<file path="config.mk">
export PLATFORM = sky130hd
export DESIGN_NAME = pwrmgr_slow_wake_ctrl
export DESIGN_NICKNAME = d
export VERILOG_FILES = /design/src/rtl/pwrmgr_pkg.sv /design/src/rtl/prim_flop_2sync.sv /design/src/rtl/pwrmgr_wake_filter.sv /design/src/rtl/pwrmgr_slow_wake_ctrl.sv
export SDC_FILE = /design/constraint.sdc
export NUM_CORES = 1
export LEC_CHECK = 0
export ABC_AREA = 1
export ABC_CLOCK_PERIOD_IN_PS = 1800
export CAP_MARGIN = 30
export CORE_MARGIN = 8
export CORE_UTILIZATION = 40
export DETAILED_ROUTE_END_ITERATION = 6
export PLACE_DENSITY = 0.75
export SLEW_MARGIN = 0
export SYNTH_ARGS = -nofsm -noshare
export SYNTH_HDL_FRONTEND = slang
export SYNTH_HIERARCHICAL = 1
export SYNTH_SLANG_ARGS = --single-unit
</file>
<file path="constraint.sdc">
create_clock -name clk_i -period 1.8 [get_ports clk_i]
set_clock_uncertainty 0.1 [all_clocks]
set_input_delay 0.27 -clock clk_i [delete_from_list [all_inputs] [get_ports clk_i]]
set_output_delay 0.27 -clock clk_i [all_outputs]
set_load 0.05 [all_outputs]
</file>
<file path="src/rtl/pwrmgr_pkg.sv">
// Shared types and defaults for the power manager slow-domain wake front end.
package pwrmgr_pkg;

  localparam int unsigned NumWkupsDefault     = 4;
  localparam int unsigned NumRstReqsDefault   = 2;
  localparam int unsigned FilterCyclesDefault = 4;

  // One-hot so a single flipped bit always lands on an illegal code.
  typedef enum logic [2:0] {
    WkIdle  = 3'b001,
    WkArmed = 3'b010,
    WkHold  = 3'b100
  } slow_wk_state_e;

endpackage

</file>
<file path="src/rtl/prim_flop_2sync.sv">
// Two-flop synchroniser for level signals crossing into the slow clock domain.
module prim_flop_2sync #(
  parameter int unsigned Width      = 1,
  parameter logic [Width-1:0] ResetValue = '0
) (
  input  logic             clk_i,
  input  logic             rst_ni,
  input  logic [Width-1:0] d_i,
  output logic [Width-1:0] q_o
);

  logic [Width-1:0] meta_q;

  always_ff @(posedge clk_i or negedge rst_ni) begin
    if (!rst_ni) begin
      meta_q <= ResetValue;
      q_o    <= ResetValue;
    end else begin
      meta_q <= d_i;
      q_o    <= meta_q;
    end
  end

endmodule

</file>
<file path="src/rtl/pwrmgr_wake_filter.sv">
// Per-source wakeup synchroniser plus optional consecutive-high glitch filter.
module pwrmgr_wake_filter #(
  parameter int unsigned FilterCycles = 4
) (
  input  logic clk_i,
  input  logic rst_ni,
  input  logic req_i,
  input  logic filter_en_i,
  output logic filtered_o
);

  localparam int unsigned CntW = $clog2(FilterCycles + 1);

  logic           req_sync;
  logic [CntW-1:0] cnt_q;

  prim_flop_2sync #(.Width(1)) u_sync (
    .clk_i  (clk_i),
    .rst_ni (rst_ni),
    .d_i    (req_i),
    .q_o    (req_sync)
  );

  // Counter runs even when filtering is off so enabling it later sees true history.
  always_ff @(posedge clk_i or negedge rst_ni) begin
    if (!rst_ni) begin
      cnt_q <= '0;
    end else if (!req_sync) begin
      cnt_q <= '0;
    end else if (cnt_q != CntW'(FilterCycles)) begin
      cnt_q <= cnt_q + CntW'(1);
    end
  end

  assign filtered_o = filter_en_i ? (cnt_q == CntW'(FilterCycles)) : req_sync;

endmodule

</file>
<file path="src/rtl/pwrmgr_slow_wake_ctrl.sv">
// Slow-domain wakeup/reset request front end: sync, filter, mask, arm in low power, capture cause.
//   state   | meaning
//   WkIdle  | not in low power, wakeups ignored, wakeup_o low
//   WkArmed | in low power, waiting for the first enabled wakeup
//   WkHold  | wakeup issued and held until low_power_i falls
module pwrmgr_slow_wake_ctrl
  import pwrmgr_pkg::*;
#(
  parameter int unsigned NumWkups     = NumWkupsDefault,
  parameter int unsigned NumRstReqs   = NumRstReqsDefault,
  parameter int unsigned FilterCycles = FilterCyclesDefault
) (
  input  logic                  clk_i,
  input  logic                  rst_ni,
  input  logic [NumWkups-1:0]   wakeup_req_i,
  input  logic [NumWkups-1:0]   wakeup_en_i,
  input  logic [NumWkups-1:0]   wakeup_filter_en_i,
  input  logic [NumRstReqs-1:0] rst_req_i,
  input  logic [NumRstReqs-1:0] rst_en_i,
  input  logic                  low_power_i,
  input  logic                  wake_info_clr_i,
  output logic                  wakeup_o,
  output logic                  reset_req_o,
  output logic [NumWkups-1:0]   wake_info_o,
  output logic                  wake_info_rst_o
);

  logic [NumWkups-1:0]   wk_filtered;
  logic [NumWkups-1:0]   masked_wk;
  logic [NumRstReqs-1:0] rst_sync;
  logic                  rst_any;
  slow_wk_state_e        state_q;

  for (genvar i = 0; i < NumWkups; i++) begin : g_wk
    pwrmgr_wake_filter #(.FilterCycles(FilterCycles)) u_filter (
      .clk_i       (clk_i),
      .rst_ni      (rst_ni),
      .req_i       (wakeup_req_i[i]),
      .filter_en_i (wakeup_filter_en_i[i]),
      .filtered_o  (wk_filtered[i])
    );
  end

  prim_flop_2sync #(.Width(NumRstReqs)) u_rst_sync (
    .clk_i  (clk_i),
    .rst_ni (rst_ni),
    .d_i    (rst_req_i),
    .q_o    (rst_sync)
  );

  assign masked_wk = wk_filtered & wakeup_en_i;
  assign rst_any   = |(rst_sync & rst_en_i);

  always_ff @(posedge clk_i or negedge rst_ni) begin
    if (!rst_ni) begin
      state_q         <= WkIdle;
      wakeup_o        <= 1'b0;
      reset_req_o     <= 1'b0;
      wake_info_o     <= '0;
      wake_info_rst_o <= 1'b0;
    end else begin
      reset_req_o <= rst_any;
      if (rst_any && low_power_i) begin
        wake_info_rst_o <= 1'b1;
      end else if (wake_info_clr_i) begin
        wake_info_rst_o <= 1'b0;
      end
      if (wake_info_clr_i) begin
        wake_info_o <= '0;
      end

      case (state_q)
        WkIdle: begin
          wakeup_o <= 1'b0;
          if (low_power_i) state_q <= WkArmed;
        end
        WkArmed: begin
          if (|masked_wk) begin
            // Capture beats a coincident clear: only the older bits are dropped.
            wake_info_o <= (wake_info_clr_i ? '0 : wake_info_o) | masked_wk;
            wakeup_o    <= 1'b1;
            state_q     <= WkHold;
          end else if (!low_power_i) begin
            state_q <= WkIdle;
          end
        end
        WkHold: begin
          if (!low_power_i) begin
            wakeup_o <= 1'b0;
            state_q  <= WkIdle;
          end
        end
        default: begin
          wakeup_o <= 1'b0;
          state_q  <= WkIdle;
        end
      endcase
    end
  end

endmodule
</file>
## Yosys cells after proc, flatten, opt, wreduce, memory -nomap -nowiden

Index checks and enable logic that the tools add are counted.

- Add/sub/neg operators: 4
- Eq/ne operators: 18
- Multiplexer cells: 24
- Bitwise logic cells: 3
- Reduce and logical (&&, ||, !) cells: 5

Operator list:

| operator | number |
|---|---|
| $mux 3 | 11 |
| $eq 3x3->1 const B | 5 |
| $add 3x1->3 const B | 4 |
| $mux 4 | 3 |
| $ne 3x3->1 const B | 4 |
| $pmux 3 s3 | 1 |
| $mux 1 | 8 |
| $ne 2x1->1 const B | 4 |
| $ne 2x2->1 const B | 3 |
| $and 4x4->4 | 1 |
| $or 4x4->4 | 1 |
| $reduce_or 4->1 | 1 |
| $eq 3x1->1 const B | 1 |
| $eq 3x2->1 const B | 1 |
| $and 2x2->2 | 1 |
| $pmux 1 s2 | 1 |
| $reduce_and 2->1 | 1 |
| $reduce_bool 2->1 | 1 |
| $reduce_or 2->1 | 1 |
| $logic_and 1x1->1 | 1 |

- Register bits: 34
- Input port bits: 20
- Logic and storage cells: 73

## Depth between registers and ports, before layout

Gate-level depths: netlist of run 1.

- Depth after elaboration: 6
- Mapped depth: 11
- Depth with buffers taken out: 11

## Modules after synthesis

The synthesis of run 1 kept the hierarchy.

By module, submodules not included:

| module | times used | cells an instance | area each (µm²) | seq. area each (µm²) |
|---|---|---|---|---|
| pwrmgr_wake_filter | 4 | 20 | 168.9 | 75.1 |
| pwrmgr_slow_wake_ctrl | 1 | 57 | 474.2 | 251.5 |
| prim_flop_2sync (g_wk[0].u_filter.u_sync ...) | 4 | 2 | 50.0 | 50.0 |
| prim_flop_2sync (u_rst_sync) | 1 | 4 | 100.1 | 100.1 |

## Least setup slack after synthesis of run 1

No wires, ideal clock.

- Kind: reg-to-reg
- From: register g_wk[1].u_filter.cnt_q[0]
- To: register wakeup_o
- Library setup time: 0.124 ns
- Data arrival time: 1.221 ns
- Data required time: 1.576 ns
- Setup slack: 0.355 ns
- Cell stages (with the launch flop): 12
- Clock period less this slack: 1.445 ns
- Cell sequence: dfrtp_1 inv_1 ha_1 nand2_2 a21oi_1 nand2_1 nand2_1 nor2_1 nand2_1 nand2_1 nand2_1 nand2_1

- Cells in the longest elaborated chain, start to end: 6

Ends and longest elaborated chain:

| item | RTL line | text |
|---|---|---|
| start, declared | pwrmgr_wake_filter.sv:15 | `logic [CntW-1:0] cnt_q;` |
| start signal, assigned | pwrmgr_wake_filter.sv:31 | `cnt_q <= cnt_q + CntW'(1);` |
| $eq 3x3->1 | pwrmgr_wake_filter.sv:35 | `assign filtered_o = filter_en_i ? (cnt_q == CntW'(FilterCycles)) : req_sync;` |
| $mux 1 | pwrmgr_wake_filter.sv:35 |  |
| named net wk_filtered[1] | pwrmgr_slow_wake_ctrl.sv:28 | `logic [NumWkups-1:0] wk_filtered;` |
| $and 4x4->4 | pwrmgr_slow_wake_ctrl.sv:51 | `assign masked_wk = wk_filtered & wakeup_en_i;` |
| $reduce_or 4->1 | pwrmgr_slow_wake_ctrl.sv:78 | `if (\|masked_wk) begin` |
| $ne 2x2->1 (no source line) | -- |  |
| $reduce_and 2->1 (no source line) | -- |  |
| end signal, assigned | pwrmgr_slow_wake_ctrl.sv:57 | `wakeup_o <= 1'b0;` |
| end signal, assigned | pwrmgr_slow_wake_ctrl.sv:81 | `wakeup_o <= 1'b1;` |
| end signal, assigned | pwrmgr_slow_wake_ctrl.sv:89 | `wakeup_o <= 1'b0;` |
| end, declared | pwrmgr_slow_wake_ctrl.sv:22 | `output logic wakeup_o,` |

The timed path passes the listed nets, and every way through them passes these cells.
A chain may end at the register's enable or synchronous reset.

## Worst setup path in the final report of run 1

- From: register g_wk[3].u_filter.cnt_q[0]
- To: register wakeup_o

- Cells in the longest elaborated chain, start to end: 6

Ends and longest elaborated chain:

| item | RTL line |
|---|---|
| start, declared | pwrmgr_wake_filter.sv:15 |
| start signal, assigned | pwrmgr_wake_filter.sv:31 |
| $eq 3x3->1 | pwrmgr_wake_filter.sv:35 |
| $mux 1 | pwrmgr_wake_filter.sv:35 |
| named net wk_filtered[3] | pwrmgr_slow_wake_ctrl.sv:28 |
| $and 4x4->4 | pwrmgr_slow_wake_ctrl.sv:51 |
| $reduce_or 4->1 | pwrmgr_slow_wake_ctrl.sv:78 |
| $ne 2x2->1 (no source line) | -- |
| $reduce_and 2->1 (no source line) | -- |

The timed path passes the listed nets, and every way through them passes these cells.

==> results.json, run 1 <==
{
  "status": "finished, final reports clean",
  "clkLatencyLatePin_ns": 0.33,
  "grt_max_degree": 35,
  "period_needed_ns": 1.63,
  "wl_per_cell_um": 11.7,
  "wl_met3_um": 174,
  "dp_hpwl_mm": 2.07,
  "die_w_um": 76.2,
  "total_power_w": 0.00179,
  "grt_pass1_vias": 1064,
  "routed.top_layer": "met4",
  "synth_edf_count": 0,
  "drive_gt1_frac": 0.147,
  "die_y_um": 76.2,
  "hold_viol": 0,
  "fin_setup_tns_ns": 0,
  "io_pins": 27,
  "cp-start-kind": "register",
  "postRouteAntennaNets": 0,
  "finalSetupViolations": 0,
  "ys_ff_latch": 34,
  "syn-num-nets": 177,
  "met1_length_mm": 1.29,
  "synth_compound_area_frac": 0.0613,
  "fin_ws_ns": 0.173,
  "drv_cap": 0,
  "fmax_mhz": 615,
  "core_um2": 3580,
  "place_ws_ns": 0.192,
  "numCtsBuffers": 5,
  "synth_top_family_by_area": "simple AND/OR/NAND/NOR gates",
  "ys_seq_area_frac": 0.588,
  "start_util": 0.405,
  "reg2reg_from": "g_wk[3].u_filter/cnt_q[0]",
  "num-nets-final": 211,
  "grt_overflow": 0,
  "root_buffer": "clkbuf_4",
  "critPathKind": "register to register",
  "grt_util_all_layers": 0.105,
  "yosysWarningCount": 6,
  "drc": 0,
  "grt_pass1_wl_mm": 4.93,
  "vias": 1071,
  "drt-pass1-iter-count": 4,
  "peakVddDrop_uv": 365,
  "synthTopCellsByArea": "dfrtp_1, nand2_1, ha_1",
  "post-route-period-util": 0.904,
  "syn_avg_cell_area_um2": 9.73,
  "netlist.area_leader.share": 0.569,
  "cp_data_arrival_time_ns": 1.75,
  "cts.sinks": 34,
  "required_ns": 1.92,
  "hold_class": "input port to async pin",
  "synth_top_area_cell": "dfrtp_1",
  "drtIter0Drc": 66,
  "netlist_instances": 149,
  "dr_wl_met2_mm": 1.20,
  "portBuffers": 26,
  "p_leak_nw": 0.913,
  "cts_setup_buffers": 0,
  "placed_area_um2": 1770,
  "place.gp.congestion": 0.836,
  "finalWirelength_mm": 2.72,
  "end_kind": "register",
  "slew_headroom": 0.819,
  "worst_pin_slew_ns": 0.269,
  "viasPerCell": 4.62,
  "antenna_found_initial": 0,
  "r2r_setup_slack_ns": 0.17,
  "cts_buffer_depth": 2,
  "stdcell_area_um2": 1840,
  "critPathMaxFanout": 4,
  "cp-startpoint": "g_wk[3].u_filter/cnt_q[0]",
  "synthXorXnorAreaFrac": 0,
  "p_per_area_nw_per_um2": 976,
  "syn_area_um2": 1450,
  "area_delta_synth_final_pct": 26.6,
  "ys_types": 16,
  "clk_pin_slew_ns": 0.10,
  "htreeDepth": 2,
  "row_count": 22,
  "hold_buffers": 0,
  "ys_top_cells_by_count": "dfrtp_1, nand2_1, inv_1",
  "synth-simple-area-share": 0.228,
  "cts_tree": "built",
  "synth.most_common_cell": "dfrtp_1",
  "synthMuxAreaShare": 0,
  "rsz0062_at_grt": "false",
  "dieArea_um2": 5810,
  "synth-adder-area-share": 0.0690,
  "maxSlewViolCount": 0,
  "synth_ff_type": "dfrtp_1",
  "synthArstFlopShare": 1.00,
  "diodes": 0
}
==> placed cells by master (no fill, tap or decap), drive strengths merged <==
cell type	n
buf	8
o22ai	4
a21oi	5
a22o	1
ha	8
clkbuf	7
inv	21
nand4	9
dfstp	1
nand3	14
clkdlybuf4s50	19
dfrtp	33
clkinv	1
nand2	33
o21ai	6
nor2	14
==> worst paths after layout <==
kind                            depth (start not counted)                           to
worst max register to register                         11                     wakeup_o
worst min register to register                          0  g_wk[1].u_filter/u_sync/q_o
worst min-delay path                                    2  g_wk[0].u_filter/u_sync/q_o
max in group asynchronous                               2                   state_q[0]
worst max-delay path                                   11                     wakeup_o
min in group clk_i                                      0  g_wk[1].u_filter/u_sync/q_o
==> metrics by stage <==
stage | cells | util | hold WS (ns)
floorplan | 149 | - | -0.126
global placement | 224 | 0.495 | 0.232
detailed placement | 224 | 0.495 | 0.236
CTS | 232 | 0.512 | 0.180
global route | 232 | 0.513 | 0.183
finish | 232 | 0.513 | 0.189
==> final cells by class <==
class | instances | area (µm²)
inverter | 21 | 78.8
clock buffer | 7 | 55.1
tap | 48 | 60.1
fill | 349 | 1740
sequential | 34 | 852
clock inverter | 1 | 5.00
multi-input combinational | 94 | 522
timing repair buffer | 27 | 263
==> per-layer routing <==
layer / up-vias / track usage
li1: 556 / -
met1: 473 / 0.131
met2: 35 / 0.149
met3: 7 / 0.0460
met4: 0 / 0.0577
met5: - / 0
==> worst max-delay path, stage by stage, from the launching register on <==
cell	delay, ns
dfrtp_1	0.41
inv_1	0.08
ha_1	0.22
nand2_2	0.09
a21oi_1	0.13
nand2_1	0.11
nand2_1	0.10
nor2_1	0.05
nand2_1	0.07
nand2_1	0.05
nand2_1	0.05
nand2_1	0.05
==> power breakdown <==
group          switching, W  internal (W)  total, W  leakage (nW)
clock network      0.000240      0.000189  0.000430        0.0353
logic              0.000254      0.000170  0.000423         0.449
registers         0.0000809      0.000857  0.000938         0.429
==> registers in the layout, indices dropped and copies added (netlist names) <==
name / cells
reset_req_o: 1
wake_info_rst_o: 1
state_q: 3
wakeup_o: 1
g_wk.u_filter/u_sync/meta_q: 4
u_rst_sync/meta_q: 2
u_rst_sync/q_o: 2
g_wk.u_filter/u_sync/q_o: 4
g_wk.u_filter/cnt_q: 12
wake_info_o: 4
==> kinds of logic (layout without fill, tap and decap cells) <==
| group | after synthesis | after routing |
|---|---|---|
| simple gates | 70 | 70 |
| buf+inv | 21 | 56 |
| fa+ha+maj | 8 | 8 |
| compound gates | 16 | 16 |
| flops | 34 | 34 |
==> timing repair <==
item / in CTS / in global routing
resized for setup: 0 / 1
endpoints found under the hold margin: 0 / 0
setup endpoints to repair: 0 / 1
Power figures use the tool's default switching activity.
==> inputs of run 2 (changes only) <==
--- a/config.mk
+++ b/config.mk
@@ -9,9 +9,11 @@
 export ABC_CLOCK_PERIOD_IN_PS = 1800
 export CAP_MARGIN = 30
+export CELL_PAD_IN_SITES_DETAIL_PLACEMENT = 1
+export CELL_PAD_IN_SITES_GLOBAL_PLACEMENT = 1
 export CORE_MARGIN = 8
-export CORE_UTILIZATION = 40
+export CORE_UTILIZATION = 39
 export DETAILED_ROUTE_END_ITERATION = 6
-export PLACE_DENSITY = 0.75
-export SLEW_MARGIN = 0
+export PLACE_DENSITY = 0.89
+export SLEW_MARGIN = 15
 export SYNTH_ARGS = -nofsm -noshare
 export SYNTH_HDL_FRONTEND = slang
--- a/constraint.sdc
+++ b/constraint.sdc
@@ -3,3 +3,3 @@
 set_input_delay 0.27 -clock clk_i [delete_from_list [all_inputs] [get_ports clk_i]]
 set_output_delay 0.27 -clock clk_i [all_outputs]
-set_load 0.05 [all_outputs]
+set_load 0.01 [all_outputs]
==> run 2 against run 1 <==
Effect of this change: sequential share of layout area decreased by 0.90 points; via count increased by 7.7%; first-iteration DRC count decreased by 59%; die area increased by 2.0%; clock power increased by 19%; power increased by 4.1%; worst setup slack got worse by 0.070 ns; register-to-register slack got worse by 0.07 ns; cell count decreased by 0.43%; highest routed layer unchanged; critical endpoint unchanged; core utilization increased by 0.61 points; largest power group unchanged; sequential power about the same; wire length increased by 28%.
==> results.json, run 2 (same netlist as run 1, synthesis figures left out) <==
{
  "status": "finished, final reports clean",
  "p_per_area_nw_per_um2": 996,
  "period_needed_ns": 1.70,
  "dieArea_um2": 5930,
  "maxSlewViolCount": 0,
  "cp_data_arrival_time_ns": 1.76,
  "vias": 1153,
  "clk_pin_slew_ns": 0.06,
  "top_register": "g_wk.u_filter/cnt_q",
  "postRouteAntennaNets": 0,
  "place_inst": 224,
  "start_util": 0.402,
  "hold_class": "register to register",
  "layout_commonest_cell": "dfrtp_1",
  "drc": 0,
  "drt-pass1-iter-count": 4,
  "cp-start-kind": "register",
  "drive_gt1_frac": 0.109,
  "cts_tree": "built",
  "drv_cap": 0,
  "multi_input_area_um2": 537,
  "required_ns": 1.86,
  "grt_overflow": 0,
  "cp-startpoint": "g_wk[2].u_filter/cnt_q[0]",
  "wl_per_cell_um": 15.0,
  "num-nets-final": 211,
  "place_ws_ns": 0.130,
  "root_buffer": "clkbuf_8",
  "largest_reg_flops": 12,
  "fin_setup_tns_ns": 0,
  "post-route-period-util": 0.943,
  "row_count": 22,
  "critPathKind": "register to register",
  "nFillCells": 429,
  "whs_endpoint": "u_rst_sync/q_o[1]",
  "grt_util_all_layers": 0.125,
  "stdcell_area_um2": 1870,
  "holdPathStages": 0,
  "fmax_mhz": 589,
  "core_um2": 3610,
  "portBuffers": 26,
  "grt_pass1_wl_mm": 5.91,
  "worstRegToRegCells": 11,
  "end_kind": "register",
  "antenna_found_initial": 0,
  "fin_cells": 231,
  "fin_ws_ns": 0.103,
  "critPathMaxFanout": 4,
  "clkLatencyLatePin_ns": 0.28,
  "grt_max_degree": 35,
  "r2r_end": "wakeup_o",
  "slew_headroom": 0.714,
  "htreeDepth": 2,
  "io_pins": 27,
  "die_y_um": 77.0,
  "finalWirelength_mm": 3.48,
  "cts_buffer_depth": 2,
  "r2r_setup_slack_ns": 0.10,
  "hold_viol": 0,
  "die_w_um": 77.0,
  "regArea_um2": 852,
  "cts.sinks": 34,
  "dp_hpwl_mm": 2.69,
  "hp-start": "u_rst_sync/meta_q[1]",
  "finalSetupViolations": 0,
  "viasPerCell": 4.99,
  "place.gp.congestion": 0.761,
  "reg2reg_from": "g_wk[2].u_filter/cnt_q[0]",
  "cts_setup_buffers": 0,
  "layout.cells.most_common_list": "dfrtp_1, nand2_1, clkdlybuf4s50_1, inv_1, nor2_1",
  "numCtsBuffers": 5,
  "peakVddDrop_uv": 608,
  "drtIter0Drc": 27,
  "p_leak_nw": 0.900,
  "placed_area_um2": 1780,
  "worst_pin_slew_ns": 0.429,
  "area_delta_synth_final_pct": 29.1,
  "grt_pass1_vias": 1303,
  "diodes": 0
}
run 2: timing repair:
item | in CTS | in global routing
endpoints found under the hold margin | 0 | 0
hold buffers | 0 | 0
gates resized for setup | 0 | 4
endpoints found under the setup margin | 0 | 2
run 2: per-stage QoR:
step,hold WS (ns),utilization,total power (W)
after CTS,0.254,0.514,0.00187
after global placement,0.232,0.493,0.00130
after detailed placement,0.240,0.493,0.00135
after floorplan,-0.126,-,0.00117
after global routing,0.257,0.519,0.00198
final,0.253,0.519,0.00186
run 2: critical path: stages (launching register included):
cell	delay [ns]
dfrtp_1	0.40
inv_1	0.09
ha_1	0.24
nand2_2	0.09
a21oi_1	0.13
nand2_1	0.12
nand2_1	0.11
nor2_2	0.05
nand2_1	0.08
nand2_1	0.05
nand2_1	0.06
nand2_1	0.05
run 2: layer usage:
layer	GRT usage	wire length (µm)	vias up	part of all wire
li1	-	-	551	-
met4	0.0453	34	0	0.0098
met2	0.223	1850	26	0.53
met1	0.129	1430	572	0.41
met5	0	0	-	0
met3	0.0478	167	4	0.048
run 2: final cells by class:
cell class / instances / share of cell area
repair buffers: 27 / 0.143
flip-flops and latches: 34 / 0.455
multi-input cells: 94 / 0.287
inverters: 21 / 0.0421
clock buffers: 7 / 0.0408
well taps: 48 / 0.0321
run 2: worst max-delay path by stage:
stage | end | cells after the start | slack (ns)
2_1_floorplan | wakeup_o | 11 | 0.36
3_3_place_gp | wakeup_o | 10 | 0.22
3_5_place_dp | wakeup_o | 11 | 0.13
4_1_cts | wakeup_o | 11 | 0.12
5_1_grt | state_q[0] | 11 | -0.0005
6_report | wakeup_o | 11 | 0.10
run 2: report_power, final:
part / switching [W] / internal, W
clock network: 0.000244 / 0.000266
logic: 0.000230 / 0.000183
registers: 0.0000823 / 0.000858
total: 0.000557 / 0.00131
==> inputs of run 3 (changes only) <==
ABC_CLOCK_PERIOD_IN_PS = 1400   (was 1800)
CORE_UTILIZATION = 35   (was 39)
PLACE_DENSITY = 0.85   (was 0.89)
SKIP_LAST_GASP = 1   (was default)
SLEW_MARGIN = default   (was 15)
clock period = 1.4 ns   (was 1.8 ns; I/O delays follow)
==> run 3 against run 2 <==
Effect of this change: the run now ends with negative setup slack left; die area grew 9.0%; worst hold slack lost 0.059 ns; critical path depth is the same; sequential share of layout area shrank 6.1 points; critical endpoint unchanged; largest cell class unchanged; highest routed layer unchanged.
==> results.json, run 3 (same netlist as run 1, synthesis figures left out) <==
{
  "place.gp.congestion": 0.741,
  "drc": 0,
  "die_w_um": 80.4,
  "hold_class": "input port to async pin",
  "portBuffers": 26,
  "critPathMaxFanout": 2,
  "htreeDepth": 2,
  "place_ws_ns": -0.249,
  "place_inst": 242,
  "start_util": 0.363,
  "end_kind": "register",
  "placed_area_um2": 1960,
  "p_leak_nw": 1.08,
  "root_buffer": "clkbuf_8",
  "grt_pass1_wl_mm": 6.83,
  "required_ns": 1.46,
  "grt_pass1_vias": 1473,
  "antenna_found_initial": 0,
  "cts.sinks": 34,
  "dr_wl_met2_mm": 2.52,
  "largest_reg_flops": 12,
  "fin_ws_ns": -0.131,
  "period_needed_ns": 1.53,
  "cp-start-kind": "register",
  "post-route-period-util": 1.09,
  "diodes": 0,
  "numCtsBuffers": 5,
  "met1_length_mm": 1.50,
  "final_util": 0.541,
  "fmax_mhz": 653,
  "routed.top_layer": "met4",
  "die_y_um": 80.4,
  "core_um2": 4000,
  "critPathKind": "register to register",
  "wl_met3_um": 157,
  "layout_commonest_cell": "dfrtp_1",
  "io_pins": 27,
  "area_delta_synth_final_pct": 49.1,
  "fin_cells": 255,
  "drv_cap": 0,
  "drive_gt1_frac": 0.317,
  "top_register": "g_wk.u_filter/cnt_q",
  "hold_viol": 0,
  "clkLatencyLatePin_ns": 0.28,
  "drt-pass1-iter-count": 4,
  "grt_max_degree": 35,
  "cts_buffer_depth": 2,
  "finalSetupViolations": 5,
  "grt_util_all_layers": 0.141,
  "clk_pin_slew_ns": 0.06,
  "status": "finished with violations",
  "layout.cells.most_common_list": "dfrtp_1, nand2_1, buf_4, clkdlybuf4s50_1, nor2_1",
  "hold_buffers": 0,
  "grt_overflow": 0,
  "slew_headroom": 0.832,
  "p_per_area_nw_per_um2": 1240,
  "drtIter0Drc": 35,
  "rsz0062_at_grt": "true",
  "cp_data_arrival_time_ns": 1.60,
  "viasPerCell": 4.95,
  "vias": 1263,
  "postRouteAntennaNets": 0,
  "cts_tree": "built",
  "r2r_setup_slack_ns": -0.13,
  "peakVddDrop_uv": 613,
  "worst_pin_slew_ns": 0.251,
  "finalWirelength_mm": 4.26,
  "dp_hpwl_mm": 3.08,
  "wl_per_cell_um": 16.7,
  "stdcell_area_um2": 2160,
  "violations": "negative setup slack",
  "maxSlewViolCount": 0,
  "row_count": 23,
  "dieArea_um2": 6460,
  "num-nets-final": 234,
  "fin_setup_tns_ns": -0.355
}
-- run 3: cell count changes in the layout (fill, tap and decap cells not counted), moves of 3 or more --
cell             previous run  this run
a21oi_1                     5         1
buf_4                       1        23
clkdlybuf4s50_1            26        19
dlygate4sd2_1               0         7
ha_4                        1         4
inv_1                      17         9
inv_2                       4        12
nand2_1                    29        24
nand2_4                     0         3
-- run 3: cell type report --
class,count,area [µm²]
Clock buffer,6,82.6
Fill cell,460,1840
Inverter,21,78.8
Multi-Input combinational cell,94,642
Sequential cell,34,852
Tap cell,50,62.6
Timing Repair Buffer,50,444
-- run 3: what timing repair did --
action,in CTS,in global routing
endpoints found under the setup margin,13,6
gates resized for setup,25,8
pin swaps,9,10
buffers inserted,3,5
-- run 3: per-stage QoR --
stage	total power [W]	hold slack, ns
floorplan	0.00155	-0.186
global placement	0.00181	0.236
detailed placement	0.00189	0.237
CTS	0.00264	0.193
global route	0.00283	0.206
finish	0.00268	0.193
-- run 3: path summary, 6_finish.rpt --
check / startpoint / end / depth (start not counted)
worst max register to register: g_wk[1].u_filter/cnt_q[0] / wakeup_o / 11
max in group asynchronous: rst_ni / state_q[0] / 2
min in group clk_i: g_wk[0].u_filter/u_sync/meta_q / g_wk[0].u_filter/u_sync/q_o / 0
worst min-delay path: rst_ni / g_wk[2].u_filter/u_sync/meta_q / 2
worst min register to register: g_wk[0].u_filter/u_sync/meta_q / g_wk[0].u_filter/u_sync/q_o / 0
worst max-delay path: g_wk[1].u_filter/cnt_q[0] / wakeup_o / 11
-- run 3: critical path, stage by stage (launching register included) --
cell and delay [ns]:
dfrtp_1 0.40, inv_2 0.09, ha_4 0.15, nand2_4 0.06, a21oi_4 0.15, nand2_2 0.08, nand2_2 0.07, nor2_2 0.05
nand2_2 0.08, nand2_1 0.06, nand2_1 0.06, nand2_1 0.05
-- run 3: per-layer routing --
| metal | GRT usage | up-vias |
|---|---|---|
| met2 | 0.264 | 20 |
| met3 | 0.0513 | 7 |
| met1 | 0.129 | 637 |
| met5 | 0 | - |
| li1 | - | 599 |
| met4 | 0.0709 | 0 |
-- run 3: report_power, final --
part	total, W	switching [W]	leakage, nW	internal [W]
logic	0.000752	0.000388	0.605	0.000364
clock network	0.000709	0.000331	0.0431	0.000379
registers	0.00122	0.000111	0.429	0.00110
total	0.00268	0.000830	1.08	0.00185
